`config.mk`:
```
export PLATFORM = sky130hd
export DESIGN_NAME = mem_port_arbiter_flat
export DESIGN_NICKNAME = d
export VERILOG_FILES = /design/src/rtl/mem_port_arbiter_if.sv /design/src/rtl/mem_port_arbiter.sv /design/src/flat_wrapper.sv
export SDC_FILE = /design/constraint.sdc
export NUM_CORES = 1
export LEC_CHECK = 0
export CAP_MARGIN = 20
export CELL_PAD_IN_SITES_DETAIL_PLACEMENT = 0
export CELL_PAD_IN_SITES_GLOBAL_PLACEMENT = 1
export CORE_MARGIN = 4
export CORE_UTILIZATION = 27
export DETAILED_ROUTE_END_ITERATION = 8
export PLACE_DENSITY_LB_ADDON = 0.25
export SYNTH_ARGS = -nofsm -noshare
export SYNTH_HDL_FRONTEND = slang
export SYNTH_SLANG_ARGS = --single-unit
export TNS_END_PERCENT = 30
```
`constraint.sdc`:
```
create_clock -name clk -period 3.92 [get_ports clk]
set_clock_uncertainty 0.2 [all_clocks]
set_input_delay 0.98 -clock clk [delete_from_list [all_inputs] [get_ports clk]]
set_output_delay 0.98 -clock clk [all_outputs]
set_load 0.02 [all_outputs]
```
`src/rtl/mem_port_arbiter_if.sv`:
```
// Bundle of the fetch (i_*), load/store (d_*) and memory (m_*) signals around
// the shared memory port. The arbiter takes the slave view; the core datapath
// plus memory (or a bench) take the master view.
interface mem_port_arbiter_if #(
    parameter int ADDR_W = 32,
    parameter int DATA_W = 32
);
    localparam int BE_W = DATA_W / 8;

    // fetch requester
    logic              i_req;
    logic [ADDR_W-1:0] i_addr;
    logic              i_gnt;
    logic              i_rvalid;
    logic [DATA_W-1:0] i_rdata;

    // load/store requester
    logic              d_req;
    logic              d_we;
    logic [BE_W-1:0]   d_be;
    logic [ADDR_W-1:0] d_addr;
    logic [DATA_W-1:0] d_wdata;
    logic              d_gnt;
    logic              d_rvalid;
    logic [DATA_W-1:0] d_rdata;

    // memory port
    logic              m_req;
    logic              m_we;
    logic [BE_W-1:0]   m_be;
    logic [ADDR_W-1:0] m_addr;
    logic [DATA_W-1:0] m_wdata;
    logic              m_gnt;
    logic              m_rvalid;
    logic [DATA_W-1:0] m_rdata;

    modport slave (
        input  i_req, i_addr,
        output i_gnt, i_rvalid, i_rdata,
        input  d_req, d_we, d_be, d_addr, d_wdata,
        output d_gnt, d_rvalid, d_rdata,
        output m_req, m_we, m_be, m_addr, m_wdata,
        input  m_gnt, m_rvalid, m_rdata
    );

    modport master (
        output i_req, i_addr,
        input  i_gnt, i_rvalid, i_rdata,
        output d_req, d_we, d_be, d_addr, d_wdata,
        input  d_gnt, d_rvalid, d_rdata,
        input  m_req, m_we, m_be, m_addr, m_wdata,
        output m_gnt, m_rvalid, m_rdata
    );
endinterface

```
`src/rtl/mem_port_arbiter.sv`:
```
// Single-outstanding arbiter sharing one memory port between instruction fetch
// (I) and load/store (D). D wins by default; after STARVE_LIMIT consecutive D
// grants with a fetch waiting, the fetch is forced through.
module mem_port_arbiter #(
    parameter int ADDR_W       = 32,
    parameter int DATA_W       = 32,
    parameter int STARVE_LIMIT = 4
) (
    input logic                clk,
    input logic                rst_n,
    mem_port_arbiter_if.slave  bus
);
    localparam int BE_W = DATA_W / 8;
    localparam logic [3:0] LIMIT = 4'(STARVE_LIMIT);

    typedef enum logic [1:0] {IDLE, REQ, RESP} state_t;
    typedef enum logic {OWN_I = 1'b0, OWN_D = 1'b1} owner_t;

    state_t            state, state_nxt;
    owner_t            owner;
    logic [3:0]        starve_cnt;
    logic              grant_i, grant_d;

    logic              m_we_q;
    logic [BE_W-1:0]   m_be_q;
    logic [ADDR_W-1:0] m_addr_q;
    logic [DATA_W-1:0] m_wdata_q;

    // state register
    always_ff @(posedge clk or negedge rst_n) begin
        if (!rst_n) state <= IDLE;
        else        state <= state_nxt;
    end

    // next state and grant selection; grants are masked by rst_n so they
    // read 0 while reset is held even though the FSM already sits in IDLE
    always_comb begin
        state_nxt = state;
        grant_i   = 1'b0;
        grant_d   = 1'b0;
        unique case (state)
            IDLE: begin
                if (rst_n) begin
                    if (bus.d_req && !(bus.i_req && starve_cnt == LIMIT)) grant_d = 1'b1;
                    else if (bus.i_req)                                  grant_i = 1'b1;
                end
                if (grant_i || grant_d) state_nxt = REQ;
            end
            REQ:     if (bus.m_gnt)    state_nxt = RESP;
            RESP:    if (bus.m_rvalid) state_nxt = IDLE;
            default: state_nxt = IDLE;
        endcase
    end

    // capture the winner's payload and ownership at the grant
    always_ff @(posedge clk or negedge rst_n) begin
        if (!rst_n) begin
            m_we_q    <= 1'b0;
            m_be_q    <= '0;
            m_addr_q  <= '0;
            m_wdata_q <= '0;
            owner     <= OWN_I;
        end else if (grant_d) begin
            m_we_q    <= bus.d_we;
            m_be_q    <= bus.d_be;
            m_addr_q  <= bus.d_addr;
            m_wdata_q <= bus.d_wdata;
            owner     <= OWN_D;
        end else if (grant_i) begin
            m_we_q    <= 1'b0;
            m_be_q    <= '1;
            m_addr_q  <= bus.i_addr;
            m_wdata_q <= '0;
            owner     <= OWN_I;
        end
    end

    // count D wins that overtook a waiting fetch; any other grant clears it
    always_ff @(posedge clk or negedge rst_n) begin
        if (!rst_n) begin
            starve_cnt <= '0;
        end else if (grant_d) begin
            if (!bus.i_req)                starve_cnt <= '0;
            else if (starve_cnt != LIMIT)  starve_cnt <= starve_cnt + 4'd1;
        end else if (grant_i) begin
            starve_cnt <= '0;
        end
    end

    assign bus.i_gnt    = grant_i;
    assign bus.d_gnt    = grant_d;
    assign bus.m_req    = (state == REQ);
    assign bus.m_we     = m_we_q;
    assign bus.m_be     = m_be_q;
    assign bus.m_addr   = m_addr_q;
    assign bus.m_wdata  = m_wdata_q;
    // only the valid strobe is steered; data goes to both requesters
    assign bus.i_rvalid = (state == RESP) && bus.m_rvalid && (owner == OWN_I);
    assign bus.d_rvalid = (state == RESP) && bus.m_rvalid && (owner == OWN_D);
    assign bus.i_rdata  = bus.m_rdata;
    assign bus.d_rdata  = bus.m_rdata;
endmodule

```
`src/flat_wrapper.sv`:
```
// flat-port wrapper written by rule: the top's interface ports become plain ports
module mem_port_arbiter_flat 
#(
    parameter int ADDR_W       = 32,
    parameter int DATA_W       = 32,
    parameter int STARVE_LIMIT = 4
)
  (clk, rst_n, bus_i_req, bus_i_addr, bus_i_gnt, bus_i_rvalid, bus_i_rdata, bus_d_req, bus_d_we, bus_d_be, bus_d_addr, bus_d_wdata, bus_d_gnt, bus_d_rvalid, bus_d_rdata, bus_m_req, bus_m_we, bus_m_be, bus_m_addr, bus_m_wdata, bus_m_gnt, bus_m_rvalid, bus_m_rdata);
  mem_port_arbiter_if #(.ADDR_W(ADDR_W), .DATA_W(DATA_W)) bus_i ();
  input logic clk;
  input logic rst_n;
  input wire logic [$bits(bus_i.i_req)-1:0] bus_i_req;
  input wire logic [$bits(bus_i.i_addr)-1:0] bus_i_addr;
  output wire logic [$bits(bus_i.i_gnt)-1:0] bus_i_gnt;
  output wire logic [$bits(bus_i.i_rvalid)-1:0] bus_i_rvalid;
  output wire logic [$bits(bus_i.i_rdata)-1:0] bus_i_rdata;
  input wire logic [$bits(bus_i.d_req)-1:0] bus_d_req;
  input wire logic [$bits(bus_i.d_we)-1:0] bus_d_we;
  input wire logic [$bits(bus_i.d_be)-1:0] bus_d_be;
  input wire logic [$bits(bus_i.d_addr)-1:0] bus_d_addr;
  input wire logic [$bits(bus_i.d_wdata)-1:0] bus_d_wdata;
  output wire logic [$bits(bus_i.d_gnt)-1:0] bus_d_gnt;
  output wire logic [$bits(bus_i.d_rvalid)-1:0] bus_d_rvalid;
  output wire logic [$bits(bus_i.d_rdata)-1:0] bus_d_rdata;
  output wire logic [$bits(bus_i.m_req)-1:0] bus_m_req;
  output wire logic [$bits(bus_i.m_we)-1:0] bus_m_we;
  output wire logic [$bits(bus_i.m_be)-1:0] bus_m_be;
  output wire logic [$bits(bus_i.m_addr)-1:0] bus_m_addr;
  output wire logic [$bits(bus_i.m_wdata)-1:0] bus_m_wdata;
  input wire logic [$bits(bus_i.m_gnt)-1:0] bus_m_gnt;
  input wire logic [$bits(bus_i.m_rvalid)-1:0] bus_m_rvalid;
  input wire logic [$bits(bus_i.m_rdata)-1:0] bus_m_rdata;
  assign bus_i.i_req = bus_i_req;
  assign bus_i.i_addr = bus_i_addr;
  assign bus_i_gnt = bus_i.i_gnt;
  assign bus_i_rvalid = bus_i.i_rvalid;
  assign bus_i_rdata = bus_i.i_rdata;
  assign bus_i.d_req = bus_d_req;
  assign bus_i.d_we = bus_d_we;
  assign bus_i.d_be = bus_d_be;
  assign bus_i.d_addr = bus_d_addr;
  assign bus_i.d_wdata = bus_d_wdata;
  assign bus_d_gnt = bus_i.d_gnt;
  assign bus_d_rvalid = bus_i.d_rvalid;
  assign bus_d_rdata = bus_i.d_rdata;
  assign bus_m_req = bus_i.m_req;
  assign bus_m_we = bus_i.m_we;
  assign bus_m_be = bus_i.m_be;
  assign bus_m_addr = bus_i.m_addr;
  assign bus_m_wdata = bus_i.m_wdata;
  assign bus_i.m_gnt = bus_m_gnt;
  assign bus_i.m_rvalid = bus_m_rvalid;
  assign bus_i.m_rdata = bus_m_rdata;
  mem_port_arbiter #(.ADDR_W(ADDR_W), .DATA_W(DATA_W), .STARVE_LIMIT(STARVE_LIMIT)) u_core (.clk(clk), .rst_n(rst_n), .bus(bus_i));
endmodule
```
# [Word level (Yosys, flattened, before mapping)]
# Cells that the tools add are included.
[op_classes] addsub=1 n_eq_ne=8 mux=26 bitwise=1 n_reduce_logical=11
[ops] op="$mux W32" n=4
[ops] op="$mux W4" n=6
[ops] op="$mux W1" n=12
[ops] op="$mux W2" n=3
[ops] op="$pmux W2 S3" n=1
[ops] op="$logic_and A1 B1 Y1" n=5
[ops] op="$add A4 B1 Y4 const B" n=1
[ops] op="$eq A4 B3 Y1 const B" n=1
[ops] op="$ne A2 B1 Y1 const B" n=2
[ops] op="$ne A4 B3 Y1 const B" n=1
[ops] op="$ne A3 B2 Y1 const B" n=1
[ops] op="$reduce_and A3 Y1" n=1
[ops] op="$eq A2 B1 Y1 const B" n=1
[ops] op="$eq A2 B2 Y1 const B" n=1
[ops] op="$logic_not A2 Y1" n=1
[ops] op="$ne A2 B2 Y1 const B" n=1
[ops] op="$reduce_and A2 Y1" n=1
[ops] op="$reduce_bool A2 Y1" n=1
[ops] op="$logic_not A1 Y1" n=1
[ops] op="$logic_or A1 B1 Y1" n=1
[ops] op="$not A1 Y1" n=1
[totals] regBits=76 inputBits=139 word_cells=54

# [Logic depth before layout (Yosys ltp)]
[logic_depth] word_depth=10 mapped_depth=8 ltp_nobuf=6

# [Worst setup path before layout]
# Ideal clock, no wire load.
[synth_timing] path_type="input-to-output" startpoint="input rst_n" endpoint="output bus_d_gnt" t_arrival_ns=1.976 t_required_ns=2.740 setup_slack_ns=0.764 path_stages=6 cell_sequence="buf_2 -> nand2_1 -> or4_4 -> buf_6 -> clkinv_8 -> buf_12"
[synth_via] elab_chain_len=3
[synth_rtl] item="from (decl)" line_no="flat_wrapper.sv:11" source="input logic rst_n;"
[synth_rtl] item="$mux W1" line_no="mem_port_arbiter.sv:43" source="if (rst_n) begin"
[synth_rtl] item="$mux W1 (2 in series)" line_no="mem_port_arbiter.sv:41" source="unique case (state)"
[synth_rtl] item="to (decl)" line_no="flat_wrapper.sv:22" source="output wire logic [$bits(bus_i.d_gnt)-1:0] bus_d_gnt;"
# Every way passes these cells. The select of a mux whose other input is x is not followed.

# [Final worst setup path]
[layout_timing] startpoint="input bus_d_req" endpoint="output bus_i_gnt"
[layout_via] elab_chain_len=5
[layout_rtl] item="from (decl)" line_no="flat_wrapper.sv:17" source="input wire logic [$bits(bus_i.d_req)-1:0] bus_d_req;"
[layout_rtl] item="$logic_and A1 B1 Y1" line_no="mem_port_arbiter.sv:44" source="if (bus.d_req && !(bus.i_req && starve_cnt == LIMIT)) grant_d = 1'b1;"
[layout_rtl] item="$mux W1" line_no="mem_port_arbiter.sv:44"
[layout_rtl] item="$mux W1" line_no="mem_port_arbiter.sv:43"
[layout_rtl] item="$mux W1 (2 in series)" line_no="mem_port_arbiter.sv:41"
[layout_rtl] item="to (decl)" line_no="flat_wrapper.sv:14" source="output wire logic [$bits(bus_i.i_gnt)-1:0] bus_i_gnt;"
# Every way passes these cells. The select of a mux whose other input is x is not followed.

==> reports/qor.yml <==
worst_hold_path:
  hp-class: "flop to flop"
yosys:
  yosysUniqueCellTypes: 36
  synthCells: 382
  syn-num-nets: 523
  ys_seq_area_share_pct: 48.21
  ys_seq_elements: 76
  synth_edf_count: 0
  yosys_warnings: 0
  synth-main-ff-cell: "dfrtp_1"
  synth_area_per_cell_um2: 10.33
  netlist_area_um2: 3945
  synthArstFlopShare_pct: 100.0
cts:
  htreeDepth: 3
  root_buffer: "clkbuf_16"
  ctsHoldBuffers: 0
  clkTransAtPathRegs_ps: 60
  cts_buffers: 9
  cts_buffer_depth: 2
  postCtsSetupRepairBufs: 0
  cts_tree: "done"
  cts_resized: 1
  clock-sinks: 76
  clkLatencyLatePin_ps: 340
place:
  numPortBuffers: 180
  dp_hpwl_mm: 9.008
  gp_congestion: 0.7692
  place_ws_ps: -72.28
routing:
  drt-pass1-iter-count: 5
  vias: 3443
  detail_route.wl_per_cell_um: 19.03
  drt-total-wl_mm: 12.81
  drt_iter0_drc: 165
  avgViaCountPerCell: 5.116
  drc: 0
  ant_nets: 0
timing:
  fin_crit_sh_pct: 96.24
  finalHoldViolCount: 0
  max_freq_ghz: 0.2651
  slew_viol_final: 0
  finalCriticalPeriod_ps: 3773
  slew_headroom_pct: 44.07
  setup_viol: 0
  rsz0062_at_grt: "no"
  final.setup.worst_slack_ps: 147.4
  whs_ps: 290.3
  tightest_slew_ps: 838.9
  final.setup.tns_ps: 0
pwr:
  max-vdd-ir-drop_uv: 246.8
  finalPower_uw: 4362
  p_leak_uw: 0.002271
  power_density_nw_per_um2: 760.6
grt:
  grt_pass1_vias: 3695
  grt_max_degree: 70
  antenna_found_initial: 1
  grtUsageTotal_pct: 15.60
  grt-ovfl-total: 0
  grt_pass1_wl_mm: 20.24
finish:
  area_delta_synth_final_pct: 45.39
  mostFrequentLayoutCell: "clkdlybuf4s50_1"
  fin_nets: 629
  layout_common_cells: "178 x clkdlybuf4s50_1, 76 x dfrtp_1, 34 x a21oi_1"
  num_antenna_cells: 0
  final_layout_size_suffix_gt1_share_pct: 12.58
  nFillCells: 1378
  multi_input_area_um2: 1329
  register_area_um2: 1902
die:
  fp.dieArea_um2: 16610
  die_w_um: 128.9
  core_um2: 14100
  die_y_um: 128.9
  num_rows: 43
  initial_utilization_pct: 27.99
  pin_count: 277
run:
  maxCapViolations: 0
critical_path:
  path_max_fanout: 35
  critical_path_class: "primary input to output pin"
  endpoint_kind: "output pin"
  crit_required_ps: 2740
  cp.arrival_ps: 2590
  cp-start-kind: "primary input"
run_status:
  status: "finished clean"
==> registers in the layout, summed over array words and instances, names as in the netlist <==
name	flops
u_core.owner	1
u_core.bus.m_wdata	32
u_core.bus.m_we	1
u_core.starve_cnt	4
u_core.state	2
u_core.bus.m_addr	32
u_core.bus.m_be	4
==> worst max-delay path, stage by stage <==
cell and delay (ps):
clkdlybuf4s50_1 540, buf_4 390, a21oi_1 120, clkdlybuf4s50_1 560
==> kinds of logic after synthesis <==
group,Yosys count,share of synthesized area [%]
AO/OA/AOI/OAI,140,23.31
adder cells (fa/ha/maj),2,0.6342
buffers and inverters,106,18.14
flip-flops,76,48.21
multiplexers,1,0.2537
AND/OR/NAND/NOR,57,9.452
==> Yosys cell counts, types with 2 or more instances <==
cell / number / area [µm²]
a21oi_1: 34 / 170.2
a22o_1: 10 / 87.58
a22o_2: 23 / 230.2
a31oi_1: 32 / 200.2
buf_12: 3 / 60.06
buf_2: 7 / 35.03
buf_4: 64 / 480.5
clkbuf_1: 25 / 93.84
dfrtp_1: 76 / 1902
ha_1: 2 / 25.02
inv_1: 5 / 18.77
nand2_1: 5 / 18.77
nand2b_1: 3 / 18.77
nand3_1: 3 / 15.01
nand3b_1: 2 / 15.01
nand4_1: 33 / 206.5
nand4b_1: 2 / 17.52
o21ai_0: 33 / 165.2
o22a_1: 3 / 26.28
==> layer usage <==
layer / global-route usage (%) / part of all wire [%] / vias to the layer above
met4: 6.980 / 2.3 / 2
met5: 0 / 0.10 / -
met2: 25.03 / 47 / 183
met1: 18.88 / 41 / 1657
li1: - / - / 1566
met3: 5.479 / 9.4 / 35
==> where the power goes <==
part	switching [µW]	total (µW)	internal, µW	leakage, µW
logic	1020	2040	1020	0.00120
clock network	346	927	581	0.000157
registers	237	1400	1160	0.000909
total	1600	4360	2760	0.00227
==> final timing paths <==
check                                                  from                                 end  slack (ps)  cells after the start
setup / recovery                                  bus_d_req                           bus_i_gnt         150                      4
hold / removal               u_core.bus.m_be[1]$_DFFE_PN0P_      u_core.bus.m_be[1]$_DFFE_PN0P_         290                      1
setup reg to reg           u_core.starve_cnt[0]$_DFFE_PN0P_  u_core.bus.m_wdata[19]$_DFFE_PN0P_        1610                      7
hold reg to reg              u_core.bus.m_be[1]$_DFFE_PN0P_      u_core.bus.m_be[1]$_DFFE_PN0P_         290                      1
max in group asynchronous                             rst_n   u_core.bus.m_addr[20]$_DFFE_PN0P_        2310                      2
min in group asynchronous                             rst_n   u_core.bus.m_addr[12]$_DFFE_PN0P_         500                      2
==> metrics by stage <==
step / cells / instance area, µm² / utilization (%)
final: 673 / 5736 / 40.69
after global routing: 673 / 5736 / 40.69
after CTS: 673 / 5736 / 40.69
after detailed placement: 657 / 5403 / 38.33
after global placement: 657 / 5403 / 38.33
after floorplan: 382 / 3945 / -
==> layout make-up <==
class | instances | area share, %
Timing Repair Buffer | 195 | 33.31
Tap cell | 180 | 3.927
Clock inverter | 6 | 1.658
Inverter | 6 | 0.6108
Clock buffer | 10 | 4.167
Multi-Input combinational cell | 200 | 23.17
Sequential cell | 76 | 33.16
Power figures use the tool's default switching activity.
